<file path="src/rtl/solar_pkg.sv">
// Shared types and constants for the two-axis solar tracker.
package solar_pkg;

  // Per-axis controller state.
  typedef enum logic [2:0] {
    ST_IDLE,
    ST_RUN_POS,
    ST_RUN_NEG,
    ST_SETTLE,
    ST_FAULT
  } axis_state_t;

  // Axis indices into the packed per-axis vectors.
  localparam int NUM_AXES = 2;
  localparam int AX_NS    = 0;
  localparam int AX_EW    = 1;

  function automatic int max_int(input int x, input int y);
    return (x > y) ? x : y;
  endfunction

endpackage

</file>
<file path="src/rtl/solar_axis.sv">
// One tracker axis: hysteretic start/stop, run timeout with sticky fault,
// and a motors-off settle dwell after every stop.
module solar_axis
  import solar_pkg::*;
#(
  parameter int W       = 16,
  parameter int MAX_RUN = 4096,
  parameter int SETTLE  = 256
) (
  input  logic         clk,
  input  logic         rst,
  input  logic         en,
  input  logic         go_ok,
  input  logic [W-1:0] a,
  input  logic [W-1:0] b,
  input  logic [W-1:0] th_start,
  input  logic [W-1:0] th_stop,
  input  logic         fault_clr,
  output logic         mpos,
  output logic         mneg,
  output logic         fault,
  output logic         idle,
  output logic         start_req
);

  localparam int CW = $clog2(max_int(MAX_RUN, SETTLE) + 1);
  localparam logic [CW-1:0] RUN_LAST    = CW'(MAX_RUN - 1);
  localparam logic [CW-1:0] SETTLE_LAST = CW'(SETTLE - 1);

  axis_state_t   state;
  logic [CW-1:0] cnt;

  // Comparisons run one bit wider so sensor + threshold can never wrap.
  logic [W:0] a_x, b_x, a_start, b_start, a_stop, b_stop;
  logic       up, dn, stop_pos, stop_neg;

  assign a_x      = {1'b0, a};
  assign b_x      = {1'b0, b};
  assign a_start  = a_x + {1'b0, th_start};
  assign b_start  = b_x + {1'b0, th_start};
  assign a_stop   = a_x + {1'b0, th_stop};
  assign b_stop   = b_x + {1'b0, th_stop};
  assign up       = a_x > b_start;
  assign dn       = b_x > a_start;
  assign stop_pos = a_x <= b_stop;
  assign stop_neg = b_x <= a_stop;

  // Start request is not gated by go_ok so the top can arbitrate on it.
  assign start_req = (state == ST_IDLE) && en && (up || dn);

  // State and shared run/settle counter; stop takes precedence over timeout.
  always_ff @(posedge clk) begin
    if (rst) begin
      state <= ST_IDLE;
      cnt   <= '0;
    end else begin
      case (state)
        ST_IDLE: begin
          cnt <= '0;
          if (en && go_ok && up)      state <= ST_RUN_POS;
          else if (en && go_ok && dn) state <= ST_RUN_NEG;
        end
        ST_RUN_POS, ST_RUN_NEG: begin
          if (!en || (state == ST_RUN_POS ? stop_pos : stop_neg)) begin
            state <= ST_SETTLE;
            cnt   <= '0;
          end else if (cnt == RUN_LAST) begin
            state <= ST_FAULT;
            cnt   <= '0;
          end else begin
            cnt <= cnt + CW'(1);
          end
        end
        ST_SETTLE: begin
          if (cnt == SETTLE_LAST) begin
            state <= ST_IDLE;
            cnt   <= '0;
          end else begin
            cnt <= cnt + CW'(1);
          end
        end
        ST_FAULT: begin
          cnt <= '0;
          if (fault_clr) state <= ST_SETTLE;
        end
        default: begin
          state <= ST_IDLE;
          cnt   <= '0;
        end
      endcase
    end
  end

  assign mpos  = (state == ST_RUN_POS);
  assign mneg  = (state == ST_RUN_NEG);
  assign fault = (state == ST_FAULT);
  assign idle  = (state == ST_IDLE);

endmodule

</file>
<file path="src/rtl/solar_tracker.sv">
// Two-axis light-balance tracker: NS and EW axis controllers, optional
// one-axis-at-a-time arbitration, and motor pin mapping.
module solar_tracker
  import solar_pkg::*;
#(
  parameter int W       = 16,
  parameter int MAX_RUN = 4096,
  parameter int SETTLE  = 256,
  parameter int SERIAL  = 1
) (
  input  logic         clk,
  input  logic         rst,
  input  logic         en,
  input  logic [W-1:0] th_start,
  input  logic [W-1:0] th_stop,
  input  logic [W-1:0] lsn,
  input  logic [W-1:0] lse,
  input  logic [W-1:0] lss,
  input  logic [W-1:0] lsw,
  input  logic         fault_clr,
  output logic         mn,
  output logic         me,
  output logic         ms,
  output logic         mw,
  output logic         busy,
  output logic         fault_ns,
  output logic         fault_ew
);

  logic [NUM_AXES-1:0][W-1:0] a, b;
  logic [NUM_AXES-1:0]        go_ok, mpos, mneg, fault, idle, start_req;

  assign a[AX_NS] = lsn;
  assign b[AX_NS] = lss;
  assign a[AX_EW] = lse;
  assign b[AX_EW] = lsw;

  // Serial mode: NS wins a simultaneous start; SETTLE/FAULT occupy the slot.
  generate
    if (SERIAL != 0) begin : g_serial
      assign go_ok[AX_NS] = idle[AX_EW];
      assign go_ok[AX_EW] = idle[AX_NS] && !start_req[AX_NS];
    end else begin : g_indep
      assign go_ok = '1;
    end
  endgenerate

  genvar g;
  generate
    for (g = 0; g < NUM_AXES; g++) begin : g_axis
      solar_axis #(
        .W       (W),
        .MAX_RUN (MAX_RUN),
        .SETTLE  (SETTLE)
      ) u_axis (
        .clk       (clk),
        .rst       (rst),
        .en        (en),
        .go_ok     (go_ok[g]),
        .a         (a[g]),
        .b         (b[g]),
        .th_start  (th_start),
        .th_stop   (th_stop),
        .fault_clr (fault_clr),
        .mpos      (mpos[g]),
        .mneg      (mneg[g]),
        .fault     (fault[g]),
        .idle      (idle[g]),
        .start_req (start_req[g])
      );
    end
  endgenerate

  assign mn       = mpos[AX_NS];
  assign ms       = mneg[AX_NS];
  assign me       = mpos[AX_EW];
  assign mw       = mneg[AX_EW];
  assign fault_ns = fault[AX_NS];
  assign fault_ew = fault[AX_EW];
  assign busy     = ~&idle;

endmodule

</file>
<file path="config.mk">
export PLATFORM = sky130hd
export DESIGN_NAME = solar_tracker
export DESIGN_NICKNAME = d
export VERILOG_FILES = /design/src/rtl/solar_pkg.sv /design/src/rtl/solar_axis.sv /design/src/rtl/solar_tracker.sv
export SDC_FILE = /design/constraint.sdc
export NUM_CORES = 1
export LEC_CHECK = 0
export CORE_MARGIN = 2
export CORE_UTILIZATION = 55
export CTS_CLUSTER_SIZE = 40
export DETAILED_ROUTE_END_ITERATION = 7
export PLACE_DENSITY_LB_ADDON = 0.08
export SLEW_MARGIN = 30
export SYNTH_ARGS = -nofsm -noshare
export SYNTH_HDL_FRONTEND = slang
export SYNTH_HIERARCHICAL = 1
export SYNTH_SLANG_ARGS = --single-unit
</file>
<file path="constraint.sdc">
create_clock -name clk -period 17.23 [get_ports clk]
set_input_delay 5.169 -clock clk [delete_from_list [all_inputs] [get_ports clk]]
set_output_delay 5.169 -clock clk [all_outputs]
set_load 0.01 [all_outputs]
</file>
==> flow_summary.toml, run 1 <==
[outcome]
outcome = "finished, final reports clean"

[timing]
fmax_ghz = 0.09956
period_share_pct = 58.30
setup_viol = 0
tightestPinTransition_ns = 0.7596
clock_skew_ns = 0.008458
hold_slack_ns = 0.4645
min_period_ns = 10.04
fin_tns_setup_ns = 0
slew_viol_final = 0
slew_headroom_pct = 49.35
hold_viol = 0
rsz0062_at_grt = "no"

[floorplanning]
rows = 49
fp.coreArea_um2 = 17840
die_area_um2 = 19190
die_h_um = 138.5
die_w_um = 138.5
ios = 107
start_util_pct = 55.80

[clocking]
htreeDepth = 2
cts_resized = 0
clkSinkCount = 32
cts-root-buf = "clkbuf_16"
clk_path_buf_depth = 2
clock_latency_ns = 0.28
path_clk_slew_ns = 0.06
post_cts_buffers = 0
postCtsHoldBufs = 0
cts_made_buffers = 5
cts_tree = "yes"

[pwr]
p_clk_share_pct = 14.7
finalPower_mw = 0.6849
p_seq_share_pct = 12.3
power_frac_comb_pct = 73.0
cell_internal_pwr_mw = 0.3743
powerDensity_nw_per_um2 = 59.91
cellLeakagePower_nw = 5.176
vdd_drop_max_uv = 57.00
switching_share_pct = 45.35
p_sw_mw = 0.3106

[logic_synthesis]
synth_area_per_cell_um2 = 8.080
post_synth_instance_area_um2 = 9955
syn_nets = 1598
syn_inst = 1232
yosys_warnings = 6

[global_routing]
grt_max_degree = 14
grt_pass1_vias = 9414
antenna_found_initial = 0
gr-usage-all-layers_pct = 28.84
grt.overflow.total = 0
grt_pass1_wl_um = 45330

[drt]
vias_per_cell = 6.153
drt_iter0_markers = 510
postRouteAntennaNets = 0
wirelength_um = 28040
vias = 9667
drc_errors = 0
first_pass_iters = 5
wl_per_cell_um = 17.85

[setup_path]
crit_type = "in -> reg"
crit_fanout = 8
path_cells = "clkdlybuf4s50_1 > ha_1 > a21o_1 > a21oi_1 > o21ai_1 > o211a_1 > o21a_1 > o21ai_0 > nand2b_1 > a21oi_1 > xor2_1 > ha_1 > nand4_1 > a311oi_1 > o311ai_0 > a41oi_2 > a31oi_1 > nor3_1 > nor2b_4 > nand2_1 > nor2_1 > a32oi_1 > a21oi_2 > o211a_1"
cpPeakStageDelay_ns = 0.72
cp.arrival_ns = 10.22
startpoint_type = "input port"
critPathSlowestCell = "clkdlybuf4s50_1"
cp_top_family = "compound AO/OA/AOI/OAI gates"
critPathRequiredTime_ns = 17.41
endpoint_kind = "register"
path_buf_inv = 1

[final_layout]
diodes = 0
nFillCells = 1601
fin_nets = 1707
syn_to_final_growth_pct = 14.83
drive_gt1_share_pct = 5.440

[place]
hpwl_um = 24410
place.gp.congestion = 0.9667
io_buffers = 106

[hold_path]
min_path_type = "reg -> reg"

[run]
drv_cap = 0
==> layout by cell type (no fill, tap or decap), drive strengths merged, types with 10 or more instances in the layout <==
| cell | count |
|---|---|
| nand4 | 27 |
| a211oi | 20 |
| inv | 52 |
| a21oi | 107 |
| nor2 | 99 |
| a31oi | 14 |
| or3 | 11 |
| xor2 | 76 |
| and2 | 11 |
| o211ai | 10 |
| nor3 | 30 |
| ha | 258 |
| o21a | 21 |
| o21bai | 14 |
| dfxtp | 32 |
| nand3 | 46 |
| xnor2 | 48 |
| o21ai | 70 |
| clkdlybuf4s50 | 106 |
| nand2 | 68 |
| nand2b | 18 |
| a21o | 50 |
| and3 | 20 |
| nor2b | 13 |
==> routing by layer <==
metal	track usage [%]	up-vias	wire length (µm)
li1	-	4883	-
met1	37.19	4504	12720
met2	50.42	226	13000
met3	2.797	54	1201
met4	9.882	0	1108
met5	0	-	0
==> metrics by stage <==
step	setup WS (ns)	util [%]	cell area (µm²)	instances
3_3_place_gp	6.915	63.15	11270	1563
2_1_floorplan	8.116	-	9955	1232
3_5_place_dp	6.915	63.15	11270	1563
5_1_grt	6.837	64.07	11430	1571
4_1_cts	7.179	64.07	11430	1571
6_report	7.186	64.07	11430	1571
==> sequential cells by signal (all words and copies together), names as in the netlist <==
signal / count
g_axis.u_axis/cnt: 26
g_axis.u_axis/state: 6
==> area by class of cell <==
type / count / area [µm²] / area share (%)
inverter: 52 / 195.2 / 1.708
timing repair buffer: 106 / 1061 / 9.282
clock buffer: 6 / 128.9 / 1.127
clock inverter: 2 / 35.03 / 0.3065
tap: 229 / 286.5 / 2.507
multi-input combinational: 1144 / 9084 / 79.47
sequential: 32 / 640.6 / 5.604
==> power by group through the flow <==
stage / combinational (mW) / clock [mW] / sequential [mW]
4_1_cts: 0.498 / 0.102 / 0.0840
3_5_place_dp: 0.495 / 0 / 0.0855
5_1_grt: 0.561 / 0.107 / 0.0853
2_1_floorplan: 0.354 / 0 / 0.0841
6_report: 0.500 / 0.101 / 0.0842
3_3_place_gp: 0.487 / 0 / 0.0858
==> final timing paths <==
kind / startpoint / end / slack, ns / cells past startpoint
max: th_start[1] / g_axis[1].u_axis/state[1] / 7.19 / 24
min: g_axis[1].u_axis/cnt[0] / g_axis[1].u_axis/cnt[0] / 0.46 / 1
max reg2reg: g_axis[1].u_axis/cnt[0] / g_axis[1].u_axis/cnt[4] / 14.79 / 9
min reg2reg: g_axis[1].u_axis/cnt[0] / g_axis[1].u_axis/cnt[0] / 0.46 / 1
==> worst reg2reg max path, delay by kind of cell, from the launching register on <==
kind / cells / cell delay, ns
AO/OA/AOI/OAI: 3 / 0.89
AND/OR/NAND/NOR: 5 / 0.79
flip-flops: 1 / 0.38
adder cells (fa/ha/maj): 1 / 0.23
Note: power is estimated with default switching activity, not from simulation.
==> run 2: changes to the inputs <==
Clock period 17.23 ns to 9.3 ns, I/O delays scaled along.
==> run 2 against run 1 <==
Net effect:
- non-clock buffer count stayed put
- wire length is 0.19% lower
- die area stayed put
- critical endpoint unchanged
- highest routed layer unchanged
==> flow_summary.toml, run 2 (same netlist as run 1, synthesis figures left out) <==
[setup_path]
crit_type = "in -> reg"
path_buf_inv = 1
cp.arrival_ns = 7.85
endpoint_kind = "register"
startpoint_type = "input port"
cp_top_family = "compound AO/OA/AOI/OAI gates"
critPathSlowestCell = "clkdlybuf4s50_1"
crit_fanout = 8
cpPeakStageDelay_ns = 0.71
path_cells = "clkdlybuf4s50_1 > ha_1 > a21o_1 > a21oi_1 > o21ai_1 > o211a_1 > o21a_1 > o21ai_0 > nand2b_1 > a21oi_1 > xor2_1 > ha_1 > nand4_1 > a311oi_1 > o311ai_0 > a41oi_2 > a31oi_1 > nor3_1 > nor2b_4 > nand2_1 > nor2_1 > a32oi_1 > a21oi_2 > o211a_1"
critPathRequiredTime_ns = 9.47

[hold_path]
min_path_type = "reg -> reg"

[timing]
slew_headroom_pct = 50.29
hold_slack_ns = 0.4638
tightestPinTransition_ns = 0.7456
fin_ws_ns = 1.625
slew_viol_final = 0
fin_tns_setup_ns = 0
fmax_ghz = 0.1303
clock_skew_ns = 0.006251
setup_viol = 0
min_period_ns = 7.675
period_share_pct = 82.52
hold_viol = 0
rsz0062_at_grt = "no"

[place]
io_buffers = 106
place.gp.congestion = 0.9622
hpwl_um = 24470
dpl_worst_slack_ns = 1.362
placed_cells = 1563

[clocking]
cts_resized = 0
path_clk_slew_ns = 0.05
postCtsHoldBufs = 0
cts_made_buffers = 5
clk_path_buf_depth = 2
post_cts_buffers = 0
clkSinkCount = 32
cts_tree = "yes"
clock_latency_ns = 0.28
htreeDepth = 2
cts-root-buf = "clkbuf_16"

[drt]
wirelength_um = 27980
postRouteAntennaNets = 0
vias = 9675
vias_per_cell = 6.162
wl_per_cell_um = 17.82
drc_errors = 0
drt_iter0_markers = 499
first_pass_iters = 5

[final_layout]
syn_to_final_growth_pct = 14.53
largest_register = "g_axis.u_axis/cnt"
top_regs = "g_axis.u_axis/cnt: 26 flops, g_axis.u_axis/state: 6 flops"
largest_reg_flops = 26
regArea_um2 = 640.6
diodes = 0
drive_gt1_share_pct = 5.369
multiInputGateArea_um2 = 9084
nFillCells = 1631
final_cells = 1570
fin_nets = 1707
final_common_cell = "ha_1"
final_cell_mix = "ha_1, clkdlybuf4s50_1, a21oi_1, nor2_1, xor2_1"

[pwr]
cellLeakagePower_nw = 5.162
powerDensity_nw_per_um2 = 108.8
vdd_drop_max_uv = 97.82

[outcome]
outcome = "finished, final reports clean"

[floorplanning]
die_h_um = 138.5
start_util_pct = 55.80
fp.coreArea_um2 = 17840
die_area_um2 = 19190
die_w_um = 138.5
ios = 107
rows = 49

[global_routing]
gr-usage-all-layers_pct = 28.72
grt_pass1_wl_um = 45170
grt_pass1_vias = 9428
antenna_found_initial = 0
grt_max_degree = 14
grt.overflow.total = 0

[run]
drv_cap = 0
## run 2: metrics by stage
stage          total power, mW  cell area (µm²)  utilization [%]
3_3_place_gp             1.061            11270            63.15
3_5_place_dp             1.077            11270            63.15
6_report                 1.241            11400            63.90
4_1_cts                  1.240            11400            63.90
2_1_floorplan           0.8108             9955                -
5_1_grt                  1.364            11400            63.90
## run 2: layer usage
metal  vias up  global-route usage (%)  wire, µm
met5         -                       0         0
met4         0                   8.432       888
met3        49                   2.831      1123
met2       222                   50.73     13170
met1      4507                   37.15     12800
li1       4897                       -         -
## run 2: power by group
| group | internal [mW] | total, mW | switching [mW] |
|---|---|---|---|
| clock network | 0.0972 | 0.156 | 0.0587 |
| logic | 0.423 | 0.928 | 0.505 |
| registers | 0.145 | 0.157 | 0.0120 |
| total | 0.665 | 1.24 | 0.576 |
## run 2: worst paths after layout
kind                            from                   endpoint  slack (ns)  cells after the start
max reg2reg  g_axis[0].u_axis/cnt[0]    g_axis[0].u_axis/cnt[6]        6.91                      9
max                      th_start[1]  g_axis[1].u_axis/state[1]        1.63                     24
min          g_axis[1].u_axis/cnt[0]    g_axis[1].u_axis/cnt[0]        0.46                      1
min reg2reg  g_axis[1].u_axis/cnt[0]    g_axis[1].u_axis/cnt[0]        0.46                      1
## run 2: area by class of cell
type | instances | share of cell area [%]
repair buffers | 106 | 9.306
inverters | 52 | 1.712
clock inverters | 1 | 0.04390
flip-flops and latches | 32 | 5.619
well taps | 229 | 2.513
multi-input cells | 1144 | 79.68
clock buffers | 6 | 1.130
==> run 3: changes to the inputs <==
Settings changed: CORE_UTILIZATION 55 to 54.
Clock period 9.3 ns to 6.9 ns, I/O delays scaled along.
==> run 3 against run 2 <==
Net effect:
- first-iteration DRC count up 5.0%
- sequential share of layout area down 0.13 points
- critical path type unchanged
- power up 40%
- largest power group unchanged
- die area up 1.8%
- flip-flop and latch count unchanged
- final area up 2.3%
==> flow_summary.toml, run 3 (same netlist as run 1, synthesis figures left out) <==
[place]
place.gp.congestion = 0.9724
hpwl_um = 24690
io_buffers = 106
placed_cells = 1593
dpl_worst_slack_ns = -0.01593

[pwr]
cellLeakagePower_nw = 5.326
powerDensity_nw_per_um2 = 148.4
vdd_drop_max_uv = 144.6

[timing]
fin_tns_setup_ns = 0
min_period_ns = 6.574
hold_slack_ns = 0.4673
clock_skew_ns = 0.001292
fmax_ghz = 0.1521
tightestPinTransition_ns = 0.5844
period_share_pct = 95.28
setup_viol = 0
rsz0062_at_grt = "no"
fin_ws_ns = 0.3259
hold_viol = 0
slew_viol_final = 0
slew_headroom_pct = 60.03

[final_layout]
drive_gt1_share_pct = 7.507
nFillCells = 1636
final_cell_mix = "ha_1, clkdlybuf4s50_1, a21oi_1, nor2_1, xor2_1"
largest_register = "g_axis.u_axis/cnt"
multiInputGateArea_um2 = 9084
final_cells = 1601
syn_to_final_growth_pct = 17.22
top_regs = "g_axis.u_axis/cnt: 26 flops, g_axis.u_axis/state: 6 flops"
final_common_cell = "ha_1"
fin_nets = 1737
regArea_um2 = 640.6
diodes = 0
largest_reg_flops = 26

[drt]
postRouteAntennaNets = 0
vias_per_cell = 6.102
vias = 9770
drt_iter0_markers = 524
wl_per_cell_um = 17.45
first_pass_iters = 5
wirelength_um = 27930
drc_errors = 0

[setup_path]
critPathMostFrequentCell = "ha_1"
r2r-start = "g_axis[1].u_axis/state[2]"
endpoint_kind = "register"
crit_fanout = 3
path_cells = "clkdlybuf4s50_1 > ha_1 > fa_1 > a211o_1 > a21o_1 > a31oi_4 > o31ai_2 > a21boi_0 > xnor2_1 > ha_1 > a2111oi_0 > o21ai_0 > o311ai_1 > a41oi_2 > a31oi_1 > nor3_1 > nor2b_4 > nand2_1 > nor2_1 > nand4_1 > and2_1 > o211a_1"
reg2reg_slack_ns = 4.69
crit_type = "in -> reg"
startpoint_type = "input port"
cpPeakStageDelay_ns = 0.45
rr_worst_depth = 7
critPathRequiredTime_ns = 7.07
r2r_end = "g_axis[1].u_axis/state[0]"
cp.arrival_ns = 6.75
critPathSlowestCell = "clkdlybuf4s50_1"

[hold_path]
min_to = "g_axis[0].u_axis/cnt[0]"
min_path_type = "reg -> reg"
hp-start = "g_axis[0].u_axis/cnt[0]"
hold_path_depth = 1

[clocking]
clock_latency_ns = 0.28
cts_made_buffers = 5
postCtsHoldBufs = 0
post_cts_buffers = 0
htreeDepth = 2
cts_tree = "yes"
path_clk_slew_ns = 0.05
clkSinkCount = 32
cts_resized = 0
cts-root-buf = "clkbuf_16"
clk_path_buf_depth = 2

[floorplanning]
die_area_um2 = 19540
rows = 49
start_util_pct = 55.23
fp.coreArea_um2 = 18020
die_w_um = 139.8
die_h_um = 139.8
ios = 107

[global_routing]
grt_max_degree = 14
antenna_found_initial = 0
grt_pass1_vias = 9429
grt.overflow.total = 0
gr-usage-all-layers_pct = 27.80
grt_pass1_wl_um = 44110

[run]
drv_cap = 0

[outcome]
outcome = "finished, final reports clean"
-- run 3: cell type report --
class                   count  area share [%]
clock buffers               6           1.104
repair buffers            136           11.13
well taps                 229           2.456
flip-flops and latches     32           5.490
multi-input cells        1144           77.85
clock inverters             2          0.3002
inverters                  52           1.673
-- run 3: routing by layer --
metal  wire length [µm]  vias up  GRT usage, %
met1              12790     4564         35.32
met2              12820      207         48.88
met5                  0        -             0
met3               1012       43         2.306
li1                   -     4956             -
met4               1303        0         10.47
-- run 3: where the power goes --
part	switching, mW	total, mW	internal [mW]
logic	0.687	1.27	0.586
registers	0.0146	0.210	0.195
clock network	0.0803	0.250	0.170
-- run 3: worst max-delay path by stage --
| stage | to | slack, ns | cells after the start | start |
|---|---|---|---|---|
| after global routing | g_axis[1].u_axis/state[0] | 0.006 | 22 | lss[0] |
| after floorplan | g_axis[1].u_axis/state[0] | 0.89 | 21 | lss[0] |
| after global placement | g_axis[1].u_axis/state[0] | 0.05 | 22 | lss[0] |
| after CTS | g_axis[1].u_axis/state[0] | 0.29 | 22 | lss[0] |
| final | g_axis[1].u_axis/state[0] | 0.33 | 22 | lss[0] |
| after detailed placement | g_axis[1].u_axis/state[0] | -0.02 | 22 | lss[0] |
-- run 3: worst max-delay path: cells and delay by family --
kind | cells | cell delay [ns]
buf+inv | 1 | 0.45
xor+xnor | 1 | 0.15
fa+ha+maj | 3 | 0.95
compound gates | 11 | 2.44
simple gates | 6 | 0.69
-- run 3: per-stage QoR --
step	utilization, %	area (µm²)	power, mW
after floorplan	-	9955	1.093
after global routing	64.74	11670	1.894
after CTS	64.74	11670	1.730
final	64.74	11670	1.732
after global placement	63.83	11500	1.448
after detailed placement	63.83	11500	1.472
